===== src/rtl/serial_arb_pkg.sv =====
// rtl/serial_arb_pkg.sv - shared state type and round-robin helper for the serial stream arbiter
package serial_arb_pkg;

   typedef enum logic {
      IDLE  = 1'b0,
      BURST = 1'b1
   } state_t;

   localparam int MAX_REQ = 32;

   // First set bit of valid strictly after last, wrapping at n; returns last when nothing is set.
   function automatic int rr_pick(input logic [MAX_REQ-1:0] valid, input int last, input int n);
      int idx;
      int res;
      res = last;
      for (int k = MAX_REQ; k >= 1; k--) begin
         if (k <= n) begin
            idx = last + k;
            if (idx >= n) idx = idx - n;
            if (valid[idx[4:0]]) res = idx;
         end
      end
      return res;
   endfunction

endpackage


===== src/rtl/round_robin_picker.sv =====
// rtl/round_robin_picker.sv - combinational round-robin request picker
module round_robin_picker
   import serial_arb_pkg::*;
#(
   parameter int  N    = 4,
   localparam int ID_W = (N > 1) ? $clog2(N) : 1
) (
   input  logic [N-1:0]    req,
   input  logic [ID_W-1:0] last,
   output logic            any,
   output logic [ID_W-1:0] pick
);

   logic [MAX_REQ-1:0] req_ext;

   assign req_ext = MAX_REQ'(req);
   assign any     = |req;
   assign pick    = ID_W'(rr_pick(req_ext, int'(last), N));

endmodule


===== src/rtl/serial_stream_arbiter.sv =====
// rtl/serial_stream_arbiter.sv - word-granular round-robin sharing of one serial-to-parallel deserializer
module serial_stream_arbiter
   import serial_arb_pkg::*;
#(
   parameter int  NUM_SOURCES = 4,
   parameter int  INPUT_SIZE  = 1,
   parameter int  OUTPUT_SIZE = 8,
   localparam int ID_W        = (NUM_SOURCES > 1) ? $clog2(NUM_SOURCES) : 1
) (
   input  logic                              clk,
   input  logic                              rstn,
   input  logic [NUM_SOURCES-1:0]            src_valid,
   output logic [NUM_SOURCES-1:0]            src_ready,
   input  logic [NUM_SOURCES*INPUT_SIZE-1:0] src_data,
   output logic                              s2p_in_valid,
   input  logic                              s2p_in_ready,
   output logic [INPUT_SIZE-1:0]             s2p_in_data,
   input  logic                              s2p_out_valid,
   output logic                              s2p_out_ready,
   input  logic [OUTPUT_SIZE-1:0]            s2p_out_data,
   output logic                              out_valid,
   input  logic                              out_ready,
   output logic [OUTPUT_SIZE-1:0]            out_data,
   output logic [ID_W-1:0]                   out_id
);

   localparam int                BEATS      = OUTPUT_SIZE / INPUT_SIZE;
   localparam int                CNT_W      = $clog2(BEATS) + 1;
   localparam logic [CNT_W-1:0]  LAST_BEAT  = CNT_W'(BEATS - 1);
   localparam logic [ID_W-1:0]   RESET_LAST = ID_W'(NUM_SOURCES - 1);

   state_t            state_q, state_d;
   logic [ID_W-1:0]   grant_q, grant_d;
   logic [ID_W-1:0]   last_grant_q, last_grant_d;
   logic [ID_W-1:0]   word_id_q, word_id_d;
   logic [CNT_W-1:0]  beat_cnt_q, beat_cnt_d;
   logic              pick_any;
   logic [ID_W-1:0]   pick_idx;

   round_robin_picker #(.N(NUM_SOURCES)) u_picker (
      .req  (src_valid),
      .last (last_grant_q),
      .any  (pick_any),
      .pick (pick_idx)
   );

   always_ff @(posedge clk or negedge rstn) begin
      if (!rstn) begin
         state_q      <= IDLE;
         grant_q      <= '0;
         last_grant_q <= RESET_LAST;
         word_id_q    <= '0;
         beat_cnt_q   <= '0;
      end else begin
         state_q      <= state_d;
         grant_q      <= grant_d;
         last_grant_q <= last_grant_d;
         word_id_q    <= word_id_d;
         beat_cnt_q   <= beat_cnt_d;
      end
   end

   always_comb begin
      state_d      = state_q;
      grant_d      = grant_q;
      last_grant_d = last_grant_q;
      word_id_d    = word_id_q;
      beat_cnt_d   = beat_cnt_q;
      src_ready    = '0;
      s2p_in_valid = 1'b0;
      s2p_in_data  = '0;
      unique case (state_q)
         IDLE: begin
            if (pick_any) begin
               grant_d    = pick_idx;
               beat_cnt_d = '0;
               state_d    = BURST;
            end
         end
         BURST: begin
            s2p_in_valid       = src_valid[grant_q];
            s2p_in_data        = src_data[grant_q*INPUT_SIZE +: INPUT_SIZE];
            src_ready[grant_q] = s2p_in_ready;
            // The grant is held until the whole word is accepted, even across valid gaps.
            if (src_valid[grant_q] && s2p_in_ready) begin
               if (beat_cnt_q == LAST_BEAT) begin
                  word_id_d    = grant_q;
                  last_grant_d = grant_q;
                  beat_cnt_d   = '0;
                  state_d      = IDLE;
               end else begin
                  beat_cnt_d = beat_cnt_q + 1'b1;
               end
            end
         end
      endcase
   end

   assign out_valid     = s2p_out_valid;
   assign out_data      = s2p_out_data;
   assign s2p_out_ready = out_ready;
   assign out_id        = word_id_q;

endmodule


===== config.mk =====
export PLATFORM = sky130hd
export DESIGN_NAME = serial_stream_arbiter
export DESIGN_NICKNAME = d
export VERILOG_FILES = /design/src/rtl/serial_arb_pkg.sv /design/src/rtl/round_robin_picker.sv /design/src/rtl/serial_stream_arbiter.sv
export SDC_FILE = /design/constraint.sdc
export NUM_CORES = 1
export LEC_CHECK = 0
export BUFFER_PORTS_ARGS = -buffer_cell sky130_fd_sc_hd__buf_2
export CORE_MARGIN = 2
export CORE_UTILIZATION = 52
export CTS_CLUSTER_SIZE = 40
export DETAILED_ROUTE_END_ITERATION = 16
export PLACE_DENSITY = 0.82
export SLEW_MARGIN = 30
export SYNTH_ARGS = -nofsm -noshare
export SYNTH_HDL_FRONTEND = slang
export SYNTH_HIERARCHICAL = 1
export SYNTH_SLANG_ARGS = --single-unit

===== constraint.sdc =====
create_clock -name clk -period 2.9 [get_ports clk]
set_input_delay 0.29 -clock clk [delete_from_list [all_inputs] [get_ports clk]]
set_output_delay 0.29 -clock clk [all_outputs]
set_load 0.005 [all_outputs]

==> out/summary.log, run 1 <==
[routing] initial drt markers 11
[sta] final setup skew 0.00295 ns
[power] Sw Pwr 403 uW
[routing] count of TritonRoute iterations in the first routing pass 3
[synth] post-synthesis share of cell area spent on xor and xnor gates 1.74%
[clock_network] Longest Clk Path Bufs 2
[routing] vias per cell 5.41
[synth] synthesis-stage register bit count 11
[finish] P&R area growth vs syn 4.73%
[worst_setup_path] largest fanout on the critical path 11
[sta] post-route setup TNS 0 ns
[global_route] GRT Util Overall 18.0%
[power] share of total power in combinational logic 55.0%
[floorplan] die height 48.0 um
[power] sequential cell fraction of total power 34.8%
[clock_network] H-tree depth 1
[floorplan] starting density of the core 57.0%
[routing] DRT antenna net count 0
[synth] adder and majority cell fraction of the synthesized area 7.46%
[clock_network] quantity of gates resized following cts 0
[global_route] pin count of the biggest net entering global routing 12
[power] cell-internal power 597 uW
[place] count of port buffers added during placement 18
[power] static leakage 0.468 nW
[power] power per standard cell area 950 nW/um^2
[finish] leading cell type in the layout, fill and taps excluded buf_2
[routing] Avg WL per Cell 13.3 um
[routing] sum of routed wire length over all layers 1800 um
[synth] synthesized cell area 1010 um^2
[floorplan] core footprint 1760 um^2
[worst_setup_path] category of the worst setup path launch point flop
[synth] number of standard cells after synthesis 101
[run_status] result of the run finished clean
[sta] slew at the pin with the worst max-slew slack 0.433 ns
[synth] mux share of post-synthesis cell area 20.0%
[worst_setup_path] WS Path Type reg -> reg
[synth] dominant combinational cell family by area after synthesis simple AND/OR/NAND/NOR gates
[job] maximum capacitance violations 0
[finish] count of inserted antenna diode cells 0
[sta] hold violation count in the final report 0
[sta] final worst hold slack 0.418 ns
[synth] EDFF count, synth 0
[floorplan] Die Width 48.0 um
[power] worst-case vdd ir drop 0.534 mV
[sta] minimum period implied by the final worst setup slack 2.09 ns
[clock_network] CTS clk-pin slew, worst paths 0.07 ns
[floorplan] Std-Cell Rows 15
[global_route] via count of the first global-routing pass 652
[finish] net count of the finished layout 138
[synth] share of the synthesized area in compound gates (AO/OA/AOI/OAI) 10.6%
[clock_network] number of CTS-inserted buffers 3
[floorplan] Die Outline Area 2300 um^2
[clock_network] CTS tree built
[finish] filler-free cell count of the finished design 135
[floorplan] I/O pin cnt 39
[place] half-perimeter wire length of the detailed placement result 1440 um
[synth] dominant register cell in the synthesized netlist dfrtp_1
[global_route] total congestion overflow after global routing 0
[power] switching part of the total power 40.3%
[worst_hold_path] type of the worst min-delay path in -> async
[place] final weighted congestion in routability-driven placement 0.870
[sta] max frequency 477 MHz
[synth] average cell area after synthesis 9.96 um^2
[clock_network] Clk Latency, worst-skew pair 0.26 ns
[clock_network] Post-CTS Setup Bufs 0
[synth] ys async rst share 100%
[worst_setup_path] slack of the worst reg-to-reg path 0.81 ns
[sta] Final Max Tran Viols 0
[place] placed cell count 130
[finish] highest-count cells in the layout ignoring fill and taps buf_2 (18), nor2_1 (9), nand2_1 (9), dfrtp_1 (9), ha_1 (6)
[worst_setup_path] endpoint required time on the critical path 3.11 ns
[clock_network] number of clock sinks 11
[synth] number of nets in the synthesized netlist 128
[routing] detailed-route via count 731
[routing] Remaining DRCs 0
[global_route] number of antenna violations at the first check in global routing 0
[clock_network] Clk Tree Root Cell clkbuf_4
[power] fraction of power consumed by the clock network 10.2%
[worst_setup_path] arrival time reported for the critical path endpoint 2.30 ns
[synth] Synthesis Warnings 6
[sta] final setup violation count 0
[worst_setup_path] endpoint kind of the worst setup timing path flop
[finish] fraction of final layout cells with drive strength greater than 1 30.9%
[sta] fraction of the cycle the final worst path needs 72.2%
[synth] post-synth cell types 38
[synth] post-synthesis share of cell area spent on and, or, nand and nor gates 20.1%
[sta] Slew headroom 71.2%
[sta] setup repair after global routing missed its margin false
[global_route] global-route wire length before repair 2820 um
[synth] part of the Yosys area used for sequential elements 27.6%
-- metrics by stage --
| stage | area, um^2 | setup slack, ns | total power, mW | util, % |
|---|---|---|---|---|
| 3_5_place_dp | 1020 | 0.821 | 0.898 | 57.7 |
| 6_report | 1050 | 0.806 | 1.00 | 59.7 |
| 3_3_place_gp | 1020 | 0.901 | 0.873 | 57.7 |
| 2_1_floorplan | 1010 | 1.02 | 0.805 | - |
| 4_1_cts | 1050 | 0.795 | 1.01 | 59.7 |
| 5_1_grt | 1050 | 0.613 | 1.10 | 59.7 |
-- what timing repair did --
item,4_1_cts,5_1_grt
endpoints found under the hold margin,9,0
setup endpoints to repair,0,0
hold buffers,1,0
-- flip-flops by register name, summed over array words and instances (netlist names) --
| signal | count |
|---|---|
| beat_cnt_q | 4 |
| grant_q | 2 |
| last_grant_q | 2 |
| out_id | 2 |
| state_q | 1 |
-- cells by family after synthesis --
family,count (synthesis)
xor gates and xnor gates,2
muxes,13
and+or+nand+nor,38
DFF,11
AOI/OAI and AO/OA,13
adders and majority gates,6
buffers and inverters,18
-- worst paths after layout --
check                                startpoint              end  cells after the start
worst min register to register        out_id[0]        out_id[0]                      1
max in group asynchronous                  rstn  last_grant_q[1]                      2
worst min-delay path                       rstn       grant_q[1]                      2
min in group clk                      out_id[0]        out_id[0]                      1
worst max register to register  last_grant_q[0]       grant_q[0]                      7
worst max-delay path            last_grant_q[0]       grant_q[0]                      7
-- routing by layer --
layer,GRT usage [%],share of wire (%),up-vias,wire [um]
li1,-,-,367,-
met1,22.3,46,333,819
met2,32.3,48,31,858
met3,4.53,6.6,0,118
met4,2.16,0,0,0
met5,0,0,-,0
-- area by class of cell --
| class | instances | area, um^2 |
|---|---|---|
| fillers | 170 | 711 |
| multi-input cells | 72 | 603 |
| flip-flops and latches | 11 | 278 |
| repair buffers | 19 | 100 |
| well taps | 25 | 31.3 |
| clock buffers | 4 | 26.3 |
| inverters | 4 | 15.0 |
-- power by group through the flow --
stage                     Combinational (mW)  Sequential [mW]  Clock, mW
final                                  0.550            0.348      0.102
after global routing                   0.617            0.366      0.114
after CTS                              0.554            0.347      0.108
after detailed placement               0.547            0.351          0
after global placement                 0.527            0.346          0
after floorplan                        0.525            0.280          0
-- worst max-delay path, stage by stage, from the launching register on --
cell and delay [ns]:
dfstp_2 0.69, inv_1 0.11, ha_1 0.37, mux4_2 0.32
a32oi_1 0.24, xnor2_1 0.17, nand2_1 0.08, nand2_1 0.06
-- synthesized netlist by cell type (3+ instances only) --
library cell,number,area share [%]
ha_1,6,7.5
nand2b_1,3,1.9
mux2i_1,4,4.0
nand3b_1,3,2.2
nand2_1,9,3.4
inv_1,4,1.5
nand3_1,3,1.5
buf_4,11,8.2
nor2_1,9,3.4
mux2_4,4,6.0
dfrtp_1,9,22
Note: power is estimated with default switching activity, not from simulation.
==> inputs of run 2 (changes only) <==
--- a/config.mk
+++ b/config.mk
@@ -7,10 +7,10 @@
 export LEC_CHECK = 0
 export BUFFER_PORTS_ARGS = -buffer_cell sky130_fd_sc_hd__buf_2
 export CORE_MARGIN = 2
-export CORE_UTILIZATION = 52
+export CORE_UTILIZATION = 43
 export CTS_CLUSTER_SIZE = 40
 export DETAILED_ROUTE_END_ITERATION = 16
-export PLACE_DENSITY = 0.82
+export PLACE_DENSITY = 0.73
 export SLEW_MARGIN = 30
 export SYNTH_ARGS = -nofsm -noshare
 export SYNTH_HDL_FRONTEND = slang
==> constraint.sdc (replaced) <==
create_clock -name clk -period 1.8 [get_ports clk]
set_input_delay 0.18 -clock clk [delete_from_list [all_inputs] [get_ports clk]]
set_output_delay 0.18 -clock clk [all_outputs]
set_load 0.005 [all_outputs]
==> out/summary.log, run 2 (synthesized netlist as in run 1, its figures left out) <==
[run_status] result of the run finished clean
[worst_setup_path] length in cells of the worst reg-to-reg path 8 [+1]
[finish] total of fill cells in the finished design 206 [+21%]
[worst_setup_path] WS Path Type reg -> reg
[sta] final setup violation count 0 [unchanged]
[finish] post-route design area 1190 um^2 [+13%]
[sta] Slew headroom 81.0% [+9.9 points]
[finish] net count of the finished layout 149 [+8.0%]
[sta] hold violation count in the final report 0 [unchanged]
[routing] Remaining DRCs 0 [unchanged]
[sta] setup ws final 0.0253 ns [-0.780 ns]
[finish] flip-flop count of the largest register, all copies and words added 4 [unchanged]
[routing] DRT antenna net count 0 [unchanged]
[finish] leading cell type in the layout, fill and taps excluded buf_2
[power] worst-case vdd ir drop 0.854 mV [+60%]
[worst_setup_path] worst reg2reg path endpoint grant_q[1]
[routing] Avg WL per Cell 13.3 um [+0.18%]
[worst_hold_path] type of the worst min-delay path in -> async
[routing] sum of routed wire length over all layers 1990 um [+11%]
[finish] highest-count cells in the layout ignoring fill and taps buf_2 (18), buf_4 (10), nor2_1 (9), nand2_1 (9), dfrtp_1 (9)
[place] half-perimeter wire length of the detailed placement result 1560 um [+8.2%]
[power] fraction of power consumed by the clock network 8.6% [-1.6 points]
[finish] fraction of final layout cells with drive strength greater than 1 43.0% [+12 points]
[clock_network] number of CTS-inserted buffers 3 [unchanged]
[clock_network] H-tree depth 1 [unchanged]
[worst_setup_path] arrival time reported for the critical path endpoint 1.97 ns [-0.33 ns]
[sta] minimum period implied by the final worst setup slack 1.77 ns [-0.320 ns]
[finish] P&R area growth vs syn 18.0%
[sta] post-route setup TNS 0 ns [unchanged]
[worst_setup_path] crit path capture grant_q[1]
[floorplan] Die Width 52.4 um [+9.1%]
[clock_network] Clk Latency, worst-skew pair 0.26 ns [about the same]
[power] static leakage 0.529 nW [+13%]
[floorplan] starting density of the core 45.5% [-12 points]
[sta] setup repair after global routing missed its margin true
[floorplan] die height 52.4 um [+9.1%]
[finish] count of inserted antenna diode cells 0 [unchanged]
[power] sequential cell fraction of total power 25.1% [-9.7 points]
[power] switching part of the total power 38.4% [-1.9 points]
[sta] final worst hold slack 0.306 ns [-0.111 ns]
[clock_network] CTS tree built
[global_route] number of antenna violations at the first check in global routing 0 [unchanged]
[worst_setup_path] endpoint kind of the worst setup timing path flop
[sta] final setup skew 0.00731 ns [+0.00436 ns]
[sta] slew at the pin with the worst max-slew slack 0.277 ns [-0.156 ns]
[floorplan] Std-Cell Rows 17 [+2]
[power] cell-internal power 1.17 mW [+96%]
[power] Sw Pwr 731 uW [+81%]
[floorplan] I/O pin cnt 39 [unchanged]
[sta] max frequency 563 MHz [+18%]
[clock_network] Longest Clk Path Bufs 2 [unchanged]
[global_route] total congestion overflow after global routing 0 [unchanged]
[finish] Reg with most FFs beat_cnt_q
[global_route] GRT Util Overall 14.2% [-3.8 points]
[routing] vias per cell 5.16 [-4.7%]
[place] final weighted congestion in routability-driven placement 0.757 [-13%]
[floorplan] Die Outline Area 2740 um^2 [+19%]
[worst_setup_path] category of the worst setup path launch point flop
[clock_network] number of clock sinks 11 [unchanged]
[place] instance area at placement 1080 um^2 [+6.3%]
[place] count of port buffers added during placement 18 [unchanged]
[worst_setup_path] launching instance or port of the critical path last_grant_q[0]
[finish] filler-free cell count of the finished design 149 [+10%]
[global_route] pin count of the biggest net entering global routing 12 [unchanged]
[worst_setup_path] slack of the worst reg-to-reg path 0.03 ns [-0.78 ns]
[power] share of total power in combinational logic 66.3% [+11 points]
[routing] initial drt markers 9 [-2]
[global_route] global-route wire length before repair 2920 um [+3.4%]
[sta] Final Max Tran Viols 0 [unchanged]
[global_route] via count of the first global-routing pass 684 [+4.9%]
[sta] fraction of the cycle the final worst path needs 98.6% [+26 points]
[routing] detailed-route via count 769 [+5.2%]
[worst_setup_path] reg-to-reg startpoint last_grant_q[0]
[place] setup slack at placement -0.0241 ns [-0.845 ns]
[job] maximum capacitance violations 0 [unchanged]
[floorplan] core footprint 2210 um^2 [+25%]
[power] power per standard cell area 1600 nW/um^2 [+69%]
[worst_setup_path] endpoint required time on the critical path 2.00 ns [-1.11 ns]
[place] placed cell count 139 [+6.9%]
[clock_network] CTS clk-pin slew, worst paths 0.07 ns [about the same]
[clock_network] Clk Tree Root Cell clkbuf_4
[worst_setup_path] largest fanout on the critical path 5 [-6]
[routing] count of TritonRoute iterations in the first routing pass 4 [+1]
run 2: cell types whose count changed in the layout (fill, tap and decap cells not counted), moves of 2 or more:
cell,before,now
inv_1,4,2
ha_4,0,2
buf_4,0,10
ha_1,6,4
run 2: through the flow:
stage / power [mW] / util, %
final: 1.90 / 53.7
after global routing: 2.05 / 53.7
after CTS: 1.78 / 51.1
after detailed placement: 1.57 / 48.9
after global placement: 1.53 / 48.9
after floorplan: 1.33 / -
run 2: layer usage:
layer  up-vias  global-route usage, %  part of all wire (%)
met5         -                      0                     0
met4         0                   5.56                  0.96
met3         6                   2.00                   3.1
met2        17                   22.3                    51
met1       356                   19.6                    45
li1        390                      -                     -
run 2: worst min path at each step:
| stage | slack [ns] | end | depth (start not counted) | start |
|---|---|---|---|---|
| floorplan | -0.12 | beat_cnt_q[0] | 0 | rstn |
| global route | 0.33 | state_q | 2 | rstn |
| finish | 0.31 | beat_cnt_q[2] | 2 | rstn |
| detailed placement | 0.06 | beat_cnt_q[3] | 1 | rstn |
| CTS | 0.31 | beat_cnt_q[3] | 2 | rstn |
| global placement | 0.06 | beat_cnt_q[3] | 1 | rstn |
run 2: area by class of cell:
cell class	count	area (um^2)	share of cell area, %
Clock buffer	4	26.3	2.21
Inverter	4	17.5	1.48
Multi-Input combinational cell	72	644	54.3
Sequential cell	11	278	23.4
Tap cell	28	35.0	2.95
Timing Repair Buffer	30	186	15.7
run 2: worst max-delay path, stage by stage, from the launching register on:
cell	delay, ns
dfstp_2	0.59
inv_4	0.05
ha_4	0.15
and2_4	0.13
or3_1	0.31
a32oi_1	0.20
o32a_1	0.16
nand2_1	0.04
o21ai_1	0.07
run 2: repair_timing:
action	4_1_cts	5_1_grt
resized for setup	4	4
pin swaps	2	4
setup buffers	1	4
hold endpoints to repair	9	0
setup endpoints to repair	1	3
hold buffers	1	0
run 2: power by group through the flow:
stage	Sequential, mW	Combinational (mW)	Clock, mW
floorplan	0.452	0.883	0
detailed placement	0.483	1.09	0
global route	0.496	1.38	0.178
CTS	0.479	1.13	0.172
global placement	0.479	1.05	0
finish	0.478	1.26	0.164
